**config.mk**
```make
export PLATFORM = sky130hd
export DESIGN_NAME = cla_multicycle_addsub
export DESIGN_NICKNAME = d
export VERILOG_FILES = /design/src/rtl/cla_multicycle_addsub.sv
export SDC_FILE = /design/constraint.sdc
export NUM_CORES = 1
export LEC_CHECK = 0
export ABC_CLOCK_PERIOD_IN_PS = 7200
export BUFFER_PORTS_ARGS = -buffer_cell sky130_fd_sc_hd__buf_4
export CAP_MARGIN = 20
export CORE_ASPECT_RATIO = 2
export CORE_MARGIN = 5
export CORE_UTILIZATION = 35
export CTS_CLUSTER_DIAMETER = 30
export DETAILED_ROUTE_END_ITERATION = 16
export PLACE_DENSITY = 0.53
export SETUP_SLACK_MARGIN = 0.15
export SLEW_MARGIN = 20
export SYNTH_ARGS = -nofsm -noshare
export SYNTH_HDL_FRONTEND = slang
export SYNTH_SLANG_ARGS = --single-unit
```
**constraint.sdc**
```tcl
create_clock -name clk -period 7.2 [get_ports clk]
set_input_delay 0.72 -clock clk [delete_from_list [all_inputs] [get_ports clk]]
set_output_delay 0.72 -clock clk [all_outputs]
set_load 0.02 [all_outputs]
```
**src/rtl/cla_multicycle_addsub.sv**
```systemverilog
// ---------------------------------------------------------------------------
// cla_multicycle_addsub
//
// Multi-cycle add/subtract unit. An N-bit operation is resolved CHUNK bits
// per clock through one shared CHUNK-bit carry-lookahead slice, starting at
// the least significant chunk. The carry out of each chunk is registered and
// fed into the next chunk on the following cycle.
//
// Latency: start accepted at edge T -> busy in cycles T+1..T+NC -> done in
// cycle T+NC+1 (NC = N/CHUNK). Results hold until the next accepted start.
//
// Parameters:
//   N      operand/result width (default 16)
//   CHUNK  bits resolved per cycle, N % CHUNK == 0, 1 <= CHUNK <= N
//
// Ports:
//   clk    clock, all state changes on the rising edge
//   rst    synchronous active-high reset, highest priority
//   start  operation request, honoured only in IDLE or DONE
//   sub    0: a + b + c_in, 1: a + ~b + 1 (c_in ignored)
//   c_in   carry-in for add mode
//   a, b   operands, captured when start is accepted
//   busy   high while chunks are being computed
//   done   one-cycle pulse; results valid from this cycle onwards
//   sum    N-bit result (wraps modulo 2^N)
//   c_out  carry out of bit N-1 (in sub mode: 1 = no borrow)
//   ovf    two's-complement overflow
//   zero   sum == 0
// ---------------------------------------------------------------------------
module cla_multicycle_addsub #(
  parameter int N     = 16,
  parameter int CHUNK = 4
) (
  input  logic         clk,
  input  logic         rst,
  input  logic         start,
  input  logic         sub,
  input  logic         c_in,
  input  logic [N-1:0] a,
  input  logic [N-1:0] b,
  output logic         busy,
  output logic         done,
  output logic [N-1:0] sum,
  output logic         c_out,
  output logic         ovf,
  output logic         zero
);

  localparam int NC = N / CHUNK;
  // Chunk index width; a single-chunk configuration still keeps a 1-bit index.
  localparam int KW = (NC > 1) ? $clog2(NC) : 1;
  localparam logic [KW-1:0] K_LAST     = KW'(NC - 1);
  localparam logic [N-1:0]  CHUNK_MASK = N'({CHUNK{1'b1}});

  typedef enum logic [1:0] {
    S_IDLE = 2'd0,
    S_RUN  = 2'd1,
    S_DONE = 2'd2
  } state_t;

  state_t        state_q;
  logic [N-1:0]  a_q;
  logic [N-1:0]  bp_q;      // B' : b, or ~b in subtract mode
  logic [N-1:0]  sum_q;
  logic [KW-1:0] k_q;
  logic          carry_q;   // carry into the current chunk
  logic          busy_q;
  logic          done_q;
  logic          c_out_q;
  logic          ovf_q;
  logic          zero_q;

  // -------------------------------------------------------------------------
  // Shared CLA slice operating on chunk k_q
  // -------------------------------------------------------------------------
  logic [31:0]      base_d;
  logic [N-1:0]     a_shift_d;
  logic [N-1:0]     b_shift_d;
  logic [CHUNK-1:0] a_chunk_d;
  logic [CHUNK-1:0] b_chunk_d;
  logic [CHUNK-1:0] g_d;
  logic [CHUNK-1:0] p_d;
  logic [CHUNK-1:0] s_chunk_d;
  logic [CHUNK:0]   c_d;
  logic [N-1:0]     sum_d;
  logic             ovf_d;
  logic             zero_d;

  // Chunks are selected by shifting rather than a variable part-select so
  // the index width stays independent of N and CHUNK.
  assign base_d    = 32'(k_q) * CHUNK;
  assign a_shift_d = a_q >> base_d;
  assign b_shift_d = bp_q >> base_d;
  assign a_chunk_d = a_shift_d[CHUNK-1:0];
  assign b_chunk_d = b_shift_d[CHUNK-1:0];

  assign g_d    = a_chunk_d & b_chunk_d;
  assign p_d    = a_chunk_d | b_chunk_d;
  assign c_d[0] = carry_q;

  for (genvar gi = 0; gi < CHUNK; gi++) begin : g_cla
    assign c_d[gi+1]     = g_d[gi] | (p_d[gi] & c_d[gi]);
    assign s_chunk_d[gi] = a_chunk_d[gi] ^ b_chunk_d[gi] ^ c_d[gi];
  end

  // Merge the freshly computed chunk into the running sum.
  assign sum_d = (sum_q & ~(CHUNK_MASK << base_d)) | (N'(s_chunk_d) << base_d);

  // Flags evaluated on the complete sum while the last chunk is written.
  assign ovf_d  = (a_q[N-1] == bp_q[N-1]) && (sum_d[N-1] != a_q[N-1]);
  assign zero_d = (sum_d == '0);

  // -------------------------------------------------------------------------
  // Control FSM with registered outputs
  // -------------------------------------------------------------------------
  always_ff @(posedge clk) begin
    if (rst) begin
      state_q <= S_IDLE;
      a_q     <= '0;
      bp_q    <= '0;
      sum_q   <= '0;
      k_q     <= '0;
      carry_q <= 1'b0;
      busy_q  <= 1'b0;
      done_q  <= 1'b0;
      c_out_q <= 1'b0;
      ovf_q   <= 1'b0;
      zero_q  <= 1'b0;
    end else begin
      case (state_q)
        S_IDLE, S_DONE: begin
          done_q <= 1'b0;
          if (start) begin
            a_q     <= a;
            bp_q    <= sub ? ~b : b;
            carry_q <= sub ? 1'b1 : c_in;
            sum_q   <= '0;
            c_out_q <= 1'b0;
            ovf_q   <= 1'b0;
            zero_q  <= 1'b0;
            k_q     <= '0;
            busy_q  <= 1'b1;
            state_q <= S_RUN;
          end else begin
            state_q <= S_IDLE;
          end
        end

        S_RUN: begin
          sum_q   <= sum_d;
          carry_q <= c_d[CHUNK];
          k_q     <= k_q + 1'b1;
          if (k_q == K_LAST) begin
            k_q     <= '0;
            busy_q  <= 1'b0;
            done_q  <= 1'b1;
            c_out_q <= c_d[CHUNK];
            ovf_q   <= ovf_d;
            zero_q  <= zero_d;
            state_q <= S_DONE;
          end
        end

        default: begin
          busy_q  <= 1'b0;
          done_q  <= 1'b0;
          state_q <= S_IDLE;
        end
      endcase
    end
  end

  assign busy  = busy_q;
  assign done  = done_q;
  assign sum   = sum_q;
  assign c_out = c_out_q;
  assign ovf   = ovf_q;
  assign zero  = zero_q;

endmodule

```
==> results of run 1 <==
final cells by class:
class | count | area, um2
Sequential cell | 58 | 1161
Inverter | 14 | 52.55
Multi-Input combinational cell | 196 | 1373
Clock buffer | 11 | 252.7
Tap cell | 94 | 117.6
Clock inverter | 5 | 100.1
Fill cell | 763 | 4025
Timing Repair Buffer | 60 | 462.9
routing by layer:
layer  share of wire (%)  global-route usage [%]
met5                   0                       0
met3                 5.0                   4.126
met4                 3.2                   9.310
met2                  55                   24.54
met1                  37                   14.49
state kept, by name, indices dropped and copies added (netlist names), 2 cells and up:
| signal | count |
|---|---|
| state_q | 2 |
| a_q | 16 |
| bp_q | 16 |
| k_q | 2 |
| sum | 16 |
cell usage in the layout, fill, tap and decap left out, types with 2 or more instances in the layout:
master / synthesis / final
dfxtp_1: 58 / 58
clkbuf_16: 0 / 9
nand3_1: 3 / 3
mux4_2: 8 / 8
inv_1: 14 / 14
fa_1: 4 / 4
xnor2_1: 16 / 16
nor4_1: 2 / 2
nor2b_4: 1 / 2
or2_2: 2 / 2
a211oi_1: 16 / 16
mux2i_1: 2 / 2
nand2b_1: 3 / 3
a22oi_1: 2 / 2
a21oi_1: 23 / 23
nor2b_1: 5 / 4
nor3_1: 2 / 2
bufinv_16: 0 / 3
ha_1: 4 / 4
clkinv_2: 0 / 2
nor2_1: 30 / 30
o2bb2ai_1: 8 / 8
clkbuf_8: 0 / 2
o21ai_0: 7 / 7
nand2_1: 42 / 42
buf_4: 5 / 59
how the worst min path moves through the flow:
| stage | depth (start not counted) | end | from |
|---|---|---|---|
| 2_1_floorplan | 2 | a_q[10]$_SDFFE_PP0P_ | a_q[10]$_SDFFE_PP0P_ |
| 3_3_place_gp | 2 | a_q[2]$_SDFFE_PP0P_ | a_q[2]$_SDFFE_PP0P_ |
| 3_5_place_dp | 2 | zero$_SDFFE_PP0P_ | zero$_SDFFE_PP0P_ |
| 4_1_cts | 2 | zero$_SDFFE_PP0P_ | zero$_SDFFE_PP0P_ |
| 5_1_grt | 2 | zero$_SDFFE_PP0P_ | zero$_SDFFE_PP0P_ |
| 6_report | 2 | zero$_SDFFE_PP0P_ | zero$_SDFFE_PP0P_ |
power by group through the flow:
stage	sequential (mW)	combinational (mW)	clock [mW]
5_1_grt	0.352	0.148	0.525
4_1_cts	0.351	0.133	0.507
3_3_place_gp	0.357	0.130	0
6_report	0.350	0.132	0.496
3_5_place_dp	0.357	0.132	0
2_1_floorplan	0.356	0.0910	0
metrics by stage:
stage	area [um2]	worst slack (ns)	hold slack, ns	util (%)
6_report	3520	3.791	0.4447	46.65
5_1_grt	3520	3.561	0.4655	46.65
4_1_cts	3500	3.773	0.4476	46.38
3_5_place_dp	3147	3.786	0.4405	41.71
3_3_place_gp	3147	3.868	0.4425	41.71
2_1_floorplan	2688	3.950	0.4331	-
cells by family (layout without fill, tap and decap cells):
kind of cell	count (synthesis)	after routing	share of synthesized area, %
compound gates	67	67	17.41
xor+xnor	16	16	5.214
fa+ha+maj	8	8	4.842
buf+inv	34	90	6.006
flops	58	58	43.20
mux	10	10	7.449
simple gates	95	95	15.88
worst reg2reg max path, stage by stage, from the launching register on:
cell     delay (ns)
dfxtp_1        0.29
buf_4          0.22
mux4_2         0.38
inv_1          0.06
fa_1           0.40
fa_1           0.36
inv_1          0.08
fa_1           0.16
inv_1          0.05
fa_1           0.66
o32ai_1        0.15
or4_1          0.41
o21ai_1        0.13
==> summary.md, run 1 <==
| Metric | Value |
|---|---|
| Number of synthesized register bits | `58` |
| Clk_skew | `0.005067 ns` |
| R2R Path End | `zero$_SDFFE_PP0P_` |
| Critical Path Sink | `zero$_SDFFE_PP0P_` |
| Die span in y | `133.9 um` |
| F_max | `293.3 MHz` |
| Synth Net Count | `333` |
| Internal power | `0.7563 mW` |
| Endpoints failing setup | `0` |
| Post-Synthesis Cells | `288` |
| Slew Viols, Final | `0` |
| TritonCTS clock tree | `built` |
| Top-area cell type share of the netlist area | `43.20%` |
| Fin crit share | `47.35%` |
| Final WL | `6275 um` |
| Top-count cell post-synth | `dfxtp_1` |
| R2r worst-path depth | `12` |
| 1st-iter DRT viols | `71` |
| Slowest CP cell | `fa_1` |
| Hold WC Path Type | `flop to flop` |
| Number of gates on the worst path with buffers counted | `12` |
| Row Count | `45` |
| Synth top area cells | `dfxtp_1 43%, mux4_2 6.7%, nand2_1 5.9%` |
| Crit path DAT | `3.67 ns` |
| Clock root buffer | `clkbuf_16` |
| Dpl cells | `421` |
| Die ar. | `0.009637 mm2` |
| Post_cts resized | `0` |
| Clock Path Buffers | `2` |
| Crit Path Category | `flop to flop` |
| Worst setup SP type | `flop` |
| CP Cell Sequence | `buf_4 -> mux4_2 -> inv_1 -> fa_1 -> fa_1 -> inv_1 -> fa_1 -> inv_1 -> fa_1 -> o32ai_1 -> or4_1 -> o21ai_1` |
| Boundary Pins | `58` |
| Diode count | `0` |
| Tot Pwr | `0.9782 mW` |
| Worst Path Required | `7.46 ns` |
| Post-CTS Setup Bufs | `0` |
| Max rail drop VDD | `0.2002 mV` |
| Register area share after synthesis | `43.20%` |
| CP Capture Type | `flop` |
| GPL Wtd Cong | `0.8164` |
| Area leader, netlist | `dfxtp_1` |
| CTS Sinks | `58` |
| Global-route wire length before repair | `10290 um` |
| Slowest cell delay on critical path | `0.66 ns` |
| Power per cell area | `277.9 mW/mm2` |
| Status | `completed` |
| Switching Share | `22.68%` |
| Synth Cell Area | `0.002688 mm2` |
| Post-DRT Antenna Nets | `0` |
| Critical Path Source | `k_q[0]$_SDFFE_PP0P_` |
| Htree depth | `3` |
| CTS buffer count | `9` |
| EDFF count, synth | `0` |
| CTS clk-pin slew, worst paths | `0.05 ns` |
| Aggregate global-route resource usage | `14.22%` |
| CP top delay family | `adder cells` |
| Sum Neg Setup Slack | `0 ns` |
| Synthesis-to-layout area growth | `30.96%` |
| RSZ-0062 raised after global routing | `no` |
| Post-CTS Hold Buffers | `0` |
| Clock Latency Late Sink | `0.33 ns` |
| Final hold vios | `0` |
| Die width | `71.96 um` |
| Largest net degree at the start of global routing | `53` |
| Crit path buf inv count | `4` |
| Shortest period the worst path allows | `3.409 ns` |
| Proportion of layout cells with a drive suffix above 1 | `26.74%` |
| Final nets | `384` |
| Total global routing overflow | `0` |
| Vias in the first global route | `2172` |
| Post-synth ARST share | `0%` |
| Slew headroom | `54.69%` |
| Max cap viols | `0` |
| Combinational Power Share | `13.5%` |
| Clock power frac | `50.7%` |
| Post-synth top cells | `58 x dfxtp_1, 42 x nand2_1, 30 x nor2_1, 23 x a21oi_1` |
| Crit-path max FO | `18` |
| I/O Buffers | `57` |
| Sequential power share | `35.8%` |
| Unique masters post-synth | `41` |
| Reg2Reg Setup Slack | `3.79 ns` |
| Drt pass-1 iters | `4` |
| Number of antenna violations at the first check in global routing | `0` |
| Pleak | `1.383 nW` |
| HPWL after DPL | `4569 um` |
| Post-route DRC | `0` |
| Yosys warns | `0` |
| Startpoint of the worst register-to-register path | `k_q[0]$_SDFFE_PP0P_` |
| Wire per inst | `14.33 um` |
| Starting Density | `35.62%` |
| Net Sw Power | `0.2219 mW` |
| Avg Cell Area, Syn | `9.332 um2` |
| Cell mode on critical path | `fa_1` |
| Non-filler cells, final | `438` |
| Vias | `2162` |
| Routed vias/inst | `4.936` |
| Worst-Margin Slew | `0.6796 ns` |
| Ys flop type | `dfxtp_1` |
| Core Region | `0.007545 mm2` |
No activity file was read; power rests on OpenSTA's default activity.
==> run 2: changes to the inputs <==
- ABC_CLOCK_PERIOD_IN_PS: 7200 -> 3100
- PLACE_DENSITY: 0.53 -> 0.55
- clock period: 7.2 -> 3.1 ns (I/O delays scaled with it)
==> summary.md, run 2 (synthesis gave the netlist of run 1 again) <==
| Metric | Value |
|---|---|
| Status | `completed` |
| Combinational Power Share | `16.6%` |
| Worst setup SP type | `flop` |
| Clock power frac | `43.1%` |
| Power per cell area | `575.7 mW/mm2` |
| Crit path DAT | `3.29 ns` |
| Crit Path Category | `flop to flop` |
| GPL Wtd Cong | `0.8488` |
| Worst-Margin Slew | `0.7686 ns` |
| I/O Buffers | `57` |
| Vias in the first global route | `2167` |
| Worst Path Required | `3.36 ns` |
| CP Cell Sequence | `mux4_2 -> inv_2 -> fa_2 -> fa_2 -> inv_2 -> fa_2 -> inv_2 -> fa_2 -> o32ai_2 -> or4_1 -> o21ai_2` |
| Sequential power share | `40.3%` |
| Net Sw Power | `0.5039 mW` |
| Die span in y | `133.9 um` |
| Proportion of layout cells with a drive suffix above 1 | `31.14%` |
| RSZ-0062 raised after global routing | `yes` |
| Sum Neg Setup Slack | `0 ns` |
| Endpoints failing setup | `0` |
| Clock Latency Late Sink | `0.33 ns` |
| Final nets | `393` |
| CP Capture Type | `flop` |
| Setup Slack @ Placement | `-0.01172 ns` |
| Synthesis-to-layout area growth | `31.01%` |
| Wire per inst | `14.84 um` |
| Aggregate global-route resource usage | `15.08%` |
| Core Region | `0.007545 mm2` |
| 1st-iter DRT viols | `104` |
| Hold Slack | `0.2325 ns` |
| F_max | `329.8 MHz` |
| Final hold vios | `0` |
| Reg2Reg Setup Slack | `0.07 ns` |
| Slew Viols, Final | `0` |
| Final worst-path setup slack | `0.06793 ns` |
| Final Util | `46.67%` |
| Crit-path max FO | `6` |
| Largest net degree at the start of global routing | `46` |
| Hold path cells | `3` |
| Slew headroom | `48.65%` |
| Htree depth | `3` |
| Clock Path Buffers | `2` |
| Global-route wire length before repair | `10900 um` |
| CTS clk-pin slew, worst paths | `0.05 ns` |
| Cell mode on critical path | `fa_2` |
| Post-route DRC | `0` |
| Starting Density | `35.62%` |
| Drt pass-1 iters | `4` |
| Row Count | `45` |
| Hold endpoint | `a_q[5]$_SDFFE_PP0P_` |
| Max rail drop VDD | `0.2697 mV` |
| Hold WC Path Type | `primary input to flop` |
| Clock root buffer | `clkbuf_16` |
| Max cap viols | `0` |
| HPWL after DPL | `5073 um` |
| Fin crit share | `97.81%` |
| Slowest CP cell | `fa_2` |
| Die width | `71.96 um` |
| Routed vias/inst | `5.011` |
| Startpoint of the worst register-to-register path | `k_q[0]$_SDFFE_PP0P_` |
| TritonCTS clock tree | `built` |
| Number of antenna violations at the first check in global routing | `0` |
| CTS Sinks | `58` |
| R2r worst-path depth | `11` |
| Most common cell after layout, fill and taps aside | `buf_4` |
| Post-DRT Antenna Nets | `0` |
| R2R Path End | `zero$_SDFFE_PP0P_` |
| CTS buffer count | `9` |
| Slowest cell delay on critical path | `0.60 ns` |
| Clk_skew | `0.006700 ns` |
| Boundary Pins | `58` |
| Vias | `2225` |
| Diode count | `0` |
| Most frequent cells in the layout | `68 x buf_4, 56 x dfxtp_1, 42 x nand2_1, 30 x nor2_1, 23 x a21oi_1` |
| Switching Share | `24.86%` |
| Pleak | `1.382 nW` |
| Internal power | `1.523 mW` |
| Final WL | `6587 um` |
| Shortest period the worst path allows | `3.032 ns` |
| Hold Startpoint | `a[5]` |
| Die ar. | `0.009637 mm2` |
| Total global routing overflow | `0` |
run 2: final cells by class:
type / count / area, um2
multi-input cells: 196 / 1399
inverters: 14 / 52.55
repair buffers: 69 / 525.5
flip-flops and latches: 58 / 1166
well taps: 94 / 117.6
fillers: 774 / 4024
clock buffers: 13 / 260.3
run 2: power groups by stage:
stage / registers [mW] / clock network, mW / logic [mW]
6_report: 0.818 / 0.874 / 0.336
4_1_cts: 0.819 / 0.894 / 0.335
3_5_place_dp: 0.835 / 0 / 0.330
2_1_floorplan: 0.828 / 0 / 0.223
3_3_place_gp: 0.834 / 0 / 0.329
5_1_grt: 0.824 / 0.935 / 0.370
run 2: what timing repair did:
item	CTS	global route
endpoints found under the setup margin	3	2
hold buffers	0	0
gates resized for setup	7	2
setup buffers	1	3
pin swaps	7	2
run 2: how the worst max path moves through the flow:
stage	cells after the start	slack [ns]	end	startpoint
6_report	11	0.07	zero$_SDFFE_PP0P_	k_q[0]$_SDFFE_PP0P_
5_1_grt	11	-0.06	zero$_SDFFE_PP0P_	k_q[0]$_SDFFE_PP0P_
4_1_cts	11	0.07	zero$_SDFFE_PP0P_	k_q[0]$_SDFFE_PP0P_
3_5_place_dp	11	-0.01	ovf$_SDFFE_PP0P_	k_q[0]$_SDFFE_PP0P_
3_3_place_gp	11	0.08	ovf$_SDFFE_PP0P_	k_q[0]$_SDFFE_PP0P_
2_1_floorplan	13	-0.03	zero$_SDFFE_PP0P_	k_q[0]$_SDFFE_PP0P_
run 2: metal layers:
layer	up-vias	track usage (%)	wire, um
li1	1110	-	-
met3	9	4.426	331
met5	-	0	0
met2	53	27.31	3708
met1	1053	15.15	2397
met4	0	7.636	148
run 2: through the flow:
stage	area (um2)	power, mW	instances
2_1_floorplan	2720	1.050	288
3_3_place_gp	3213	1.164	427
3_5_place_dp	3213	1.165	427
4_1_cts	3491	2.048	441
5_1_grt	3521	2.129	444
6_report	3521	2.027	444
run 2: critical path, delay by kind of cell (launching register included):
kind            cells  cell delay [ns]
compound gates      2             0.21
fa+ha+maj           4             1.51
buf+inv             3             0.14
flops               1             0.36
mux                 1             0.34
simple gates        1             0.42
==> run 3: changes to the inputs <==
- ABC_AREA: not set -> 1
- TNS_END_PERCENT: not set -> 20
==> summary.md, run 3 <==
| Metric | Value |
|---|---|
| Yosys warns | `0` |
| Final hold vios | `0` |
| Final WL | `7478 um` |
| Synthesis-to-layout area growth | `28.97%` |
| HPWL after DPL | `5788 um` |
| CTS Sinks | `58` |
| Most frequent cells in the layout | `64 x buf_4, 60 x nor2_1, 59 x nand2_1, 56 x dfxtp_1, 48 x inv_1` |
| Slowest CP cell | `fa_1` |
| Core Region | `0.007943 mm2` |
| CTS buffer count | `9` |
| Multi-input logic area | `0.001390 mm2` |
| Crit path buf inv count | `4` |
| Sum Neg Setup Slack | `0 ns` |
| Hold path cells | `2` |
| Row Count | `46` |
| R2r worst-path depth | `17` |
| Drt pass-1 iters | `4` |
| TritonCTS clock tree | `built` |
| Met3 global-route usage | `3.798%` |
| Post-DRT Antenna Nets | `0` |
| Status | `completed` |
| Total global routing overflow | `0` |
| Number of antenna violations at the first check in global routing | `0` |
| Max cap viols | `0` |
| Number of synthesized register bits | `58` |
| Worst Path Required | `3.36 ns` |
| Pleak | `1.558 nW` |
| Register area share after synthesis | `40.86%` |
| Proportion of layout cells with a drive suffix above 1 | `22.35%` |
| CP Cell Sequence | `inv_4 -> nand2_1 -> a32o_2 -> fa_2 -> fa_2 -> inv_2 -> fa_2 -> inv_1 -> fa_1 -> inv_1 -> nand3_2 -> nand2_2 -> nor2_2 -> nand2_1 -> nor2_1 -> nand2_1 -> a21oi_2` |
| Starting Density | `35.78%` |
| Global-route wire length before repair | `12500 um` |
| Final nets | `492` |
| Routing usage on met2 | `30.39%` |
| Top-count cell post-synth | `nor2_1` |
| Boundary Pins | `58` |
| Fillers | `871` |
| F_max | `345.5 MHz` |
| I/O Buffers | `57` |
| Slowest cell delay on critical path | `0.49 ns` |
| Die width | `73.71 um` |
| Aggregate global-route resource usage | `16.43%` |
| 1st-iter DRT viols | `160` |
| RSZ-0062 raised after global routing | `yes` |
| Fin crit share | `93.36%` |
| Crit-path max FO | `7` |
| GPL Wtd Cong | `0.8692` |
| Critical Path Source | `k_q[0]$_SDFFE_PP0P_` |
| Slew headroom | `52.82%` |
| Hold WC Path Type | `primary input to flop` |
| Htree depth | `3` |
| Synth Cell Area | `0.002841 mm2` |
| CP Capture Type | `flop` |
| Die span in y | `137.4 um` |
| Clk_skew | `0.005632 ns` |
| Diode count | `0` |
| Largest net degree at the start of global routing | `50` |
| Register Area | `0.001169 mm2` |
| Most common cell after layout, fill and taps aside | `buf_4` |
| Post-CTS Hold Buffers | `0` |
| Slew Viols, Final | `0` |
| Reg2Reg Setup Slack | `0.21 ns` |
| Clock Latency Late Sink | `0.33 ns` |
| Clock Path Buffers | `2` |
| Tot Pwr | `2.179 mW` |
| Critical Path Sink | `zero$_SDFFE_PP0P_` |
| Ys flop type | `dfxtp_1` |
| Crit Path Category | `flop to flop` |
| Vias | `2585` |
| R2R Path End | `zero$_SDFFE_PP0P_` |
| Number of gates on the worst path with buffers counted | `17` |
| Routed vias/inst | `4.717` |
| Endpoints failing setup | `0` |
| Crit path DAT | `3.16 ns` |
| Top Usage Layer GRT | `met2` |
| Top-area cell type share of the netlist area | `40.86%` |
| CTS clk-pin slew, worst paths | `0.05 ns` |
| CP top delay family | `adder cells` |
| Vias in the first global route | `2618` |
| Avg Cell Area, Syn | `7.230 um2` |
| Worst setup SP type | `flop` |
| Wire per inst | `13.65 um` |
| Power per cell area | `594.6 mW/mm2` |
| Post-Synthesis Cells | `393` |
| Synth Net Count | `438` |
| Die ar. | `0.01013 mm2` |
| Met1 usage | `16.21%` |
| Post-synth ARST share | `0%` |
| Startpoint of the worst register-to-register path | `k_q[0]$_SDFFE_PP0P_` |
| Area leader, netlist | `dfxtp_1` |
| Max rail drop VDD | `0.2850 mV` |
| Shortest period the worst path allows | `2.894 ns` |
| Post-route DRC | `0` |
| Post-synth top cells | `61 x nor2_1, 60 x nand2_1, 58 x dfxtp_1, 50 x inv_1, 47 x o21ai_0` |
| Synth top area cells | `dfxtp_1 41%, o21ai_0 8.3%, nor2_1 8.1%` |
| Clock root buffer | `clkbuf_16` |
| Unique masters post-synth | `20` |
| EDFF count, synth | `0` |
| Worst-Margin Slew | `0.7059 ns` |
==> run 3: cell types whose count changed after synthesis, sizes merged, moves of 15 or more <==
cell	delta
inv	+39
o21ai	+39
nor2	+33
nand2	+18
o22ai	+18
a211oi	-15
==> run 3: worst min path at each step <==
stage	startpoint	end	slack, ns
finish	rst	zero$_SDFFE_PP0P_	0.21
global route	rst	zero$_SDFFE_PP0P_	0.20
floorplan	rst	busy$_SDFFE_PP0P_	0.38
detailed placement	a_q[10]$_SDFFE_PP0P_	a_q[10]$_SDFFE_PP0P_	0.47
global placement	a_q[10]$_SDFFE_PP0P_	a_q[10]$_SDFFE_PP0P_	0.46
CTS	rst	state_q[0]$_SDFFE_PP0N_	0.19
==> run 3: kinds of logic (layout without fill, tap and decap cells) <==
| family | count (synthesis) | in the layout | synth area share (%) |
|---|---|---|---|
| AO/OA/AOI/OAI | 98 | 98 | 18.71 |
| buffers and inverters | 75 | 134 | 11.14 |
| XOR/XNOR | 16 | 16 | 4.932 |
| adder cells (fa/ha/maj) | 8 | 8 | 4.580 |
| flip-flops | 58 | 58 | 40.86 |
| AND/OR/NAND/NOR | 138 | 138 | 19.77 |
==> run 3: per-stage QoR <==
| stage | setup WS (ns) | utilization [%] | area [um2] | cells | hold slack [ns] |
|---|---|---|---|---|---|
| floorplan | 0.1490 | - | 2870 | 393 | 0.3791 |
| global placement | 0.2078 | 41.87 | 3326 | 530 | 0.4639 |
| detailed placement | 0.1200 | 41.87 | 3326 | 530 | 0.4722 |
| CTS | 0.1567 | 45.53 | 3616 | 546 | 0.1934 |
| global route | 0.005643 | 46.14 | 3665 | 548 | 0.1995 |
| finish | 0.2057 | 46.14 | 3665 | 548 | 0.2073 |
==> run 3: what timing repair did <==
action | CTS | global route
setup buffers | 0 | 2
gates resized for setup | 3 | 13
endpoints found under the setup margin | 1 | 5
pin swaps | 0 | 2
==> run 3: routing by layer <==
metal	share of wire, %	routed length (um)
met5	0	0
met4	3.5	263
met2	57	4291
met3	3.5	265
met1	36	2658
==> run 3: cell type report <==
cell class | count | share of cell area, %
Clock buffer | 14 | 7.477
Clock inverter | 2 | 0.2731
Inverter | 53 | 5.633
Multi-Input combinational cell | 260 | 37.93
Sequential cell | 58 | 31.89
Tap cell | 96 | 3.278
Timing Repair Buffer | 65 | 13.52
==> run 3: worst reg2reg max path, cell delays in order, from the launching register on <==
cell	delay (ns)
dfxtp_4	0.37
inv_4	0.07
nand2_1	0.05
a32o_2	0.25
fa_2	0.36
fa_2	0.34
inv_2	0.06
fa_2	0.17
inv_1	0.05
fa_1	0.49
inv_1	0.06
nand3_2	0.07
nand2_2	0.06
nor2_2	0.08
nand2_1	0.06
nor2_1	0.10
nand2_1	0.08
a21oi_2	0.12
==> run 3: power by group <==
part / total, mW / switching, mW / internal, mW / leakage (nW)
sequential: 0.831 / 0.0342 / 0.797 / 0.478
combinational: 0.422 / 0.252 / 0.171 / 0.938
clock: 0.925 / 0.323 / 0.602 / 0.143
total: 2.18 / 0.609 / 1.57 / 1.56
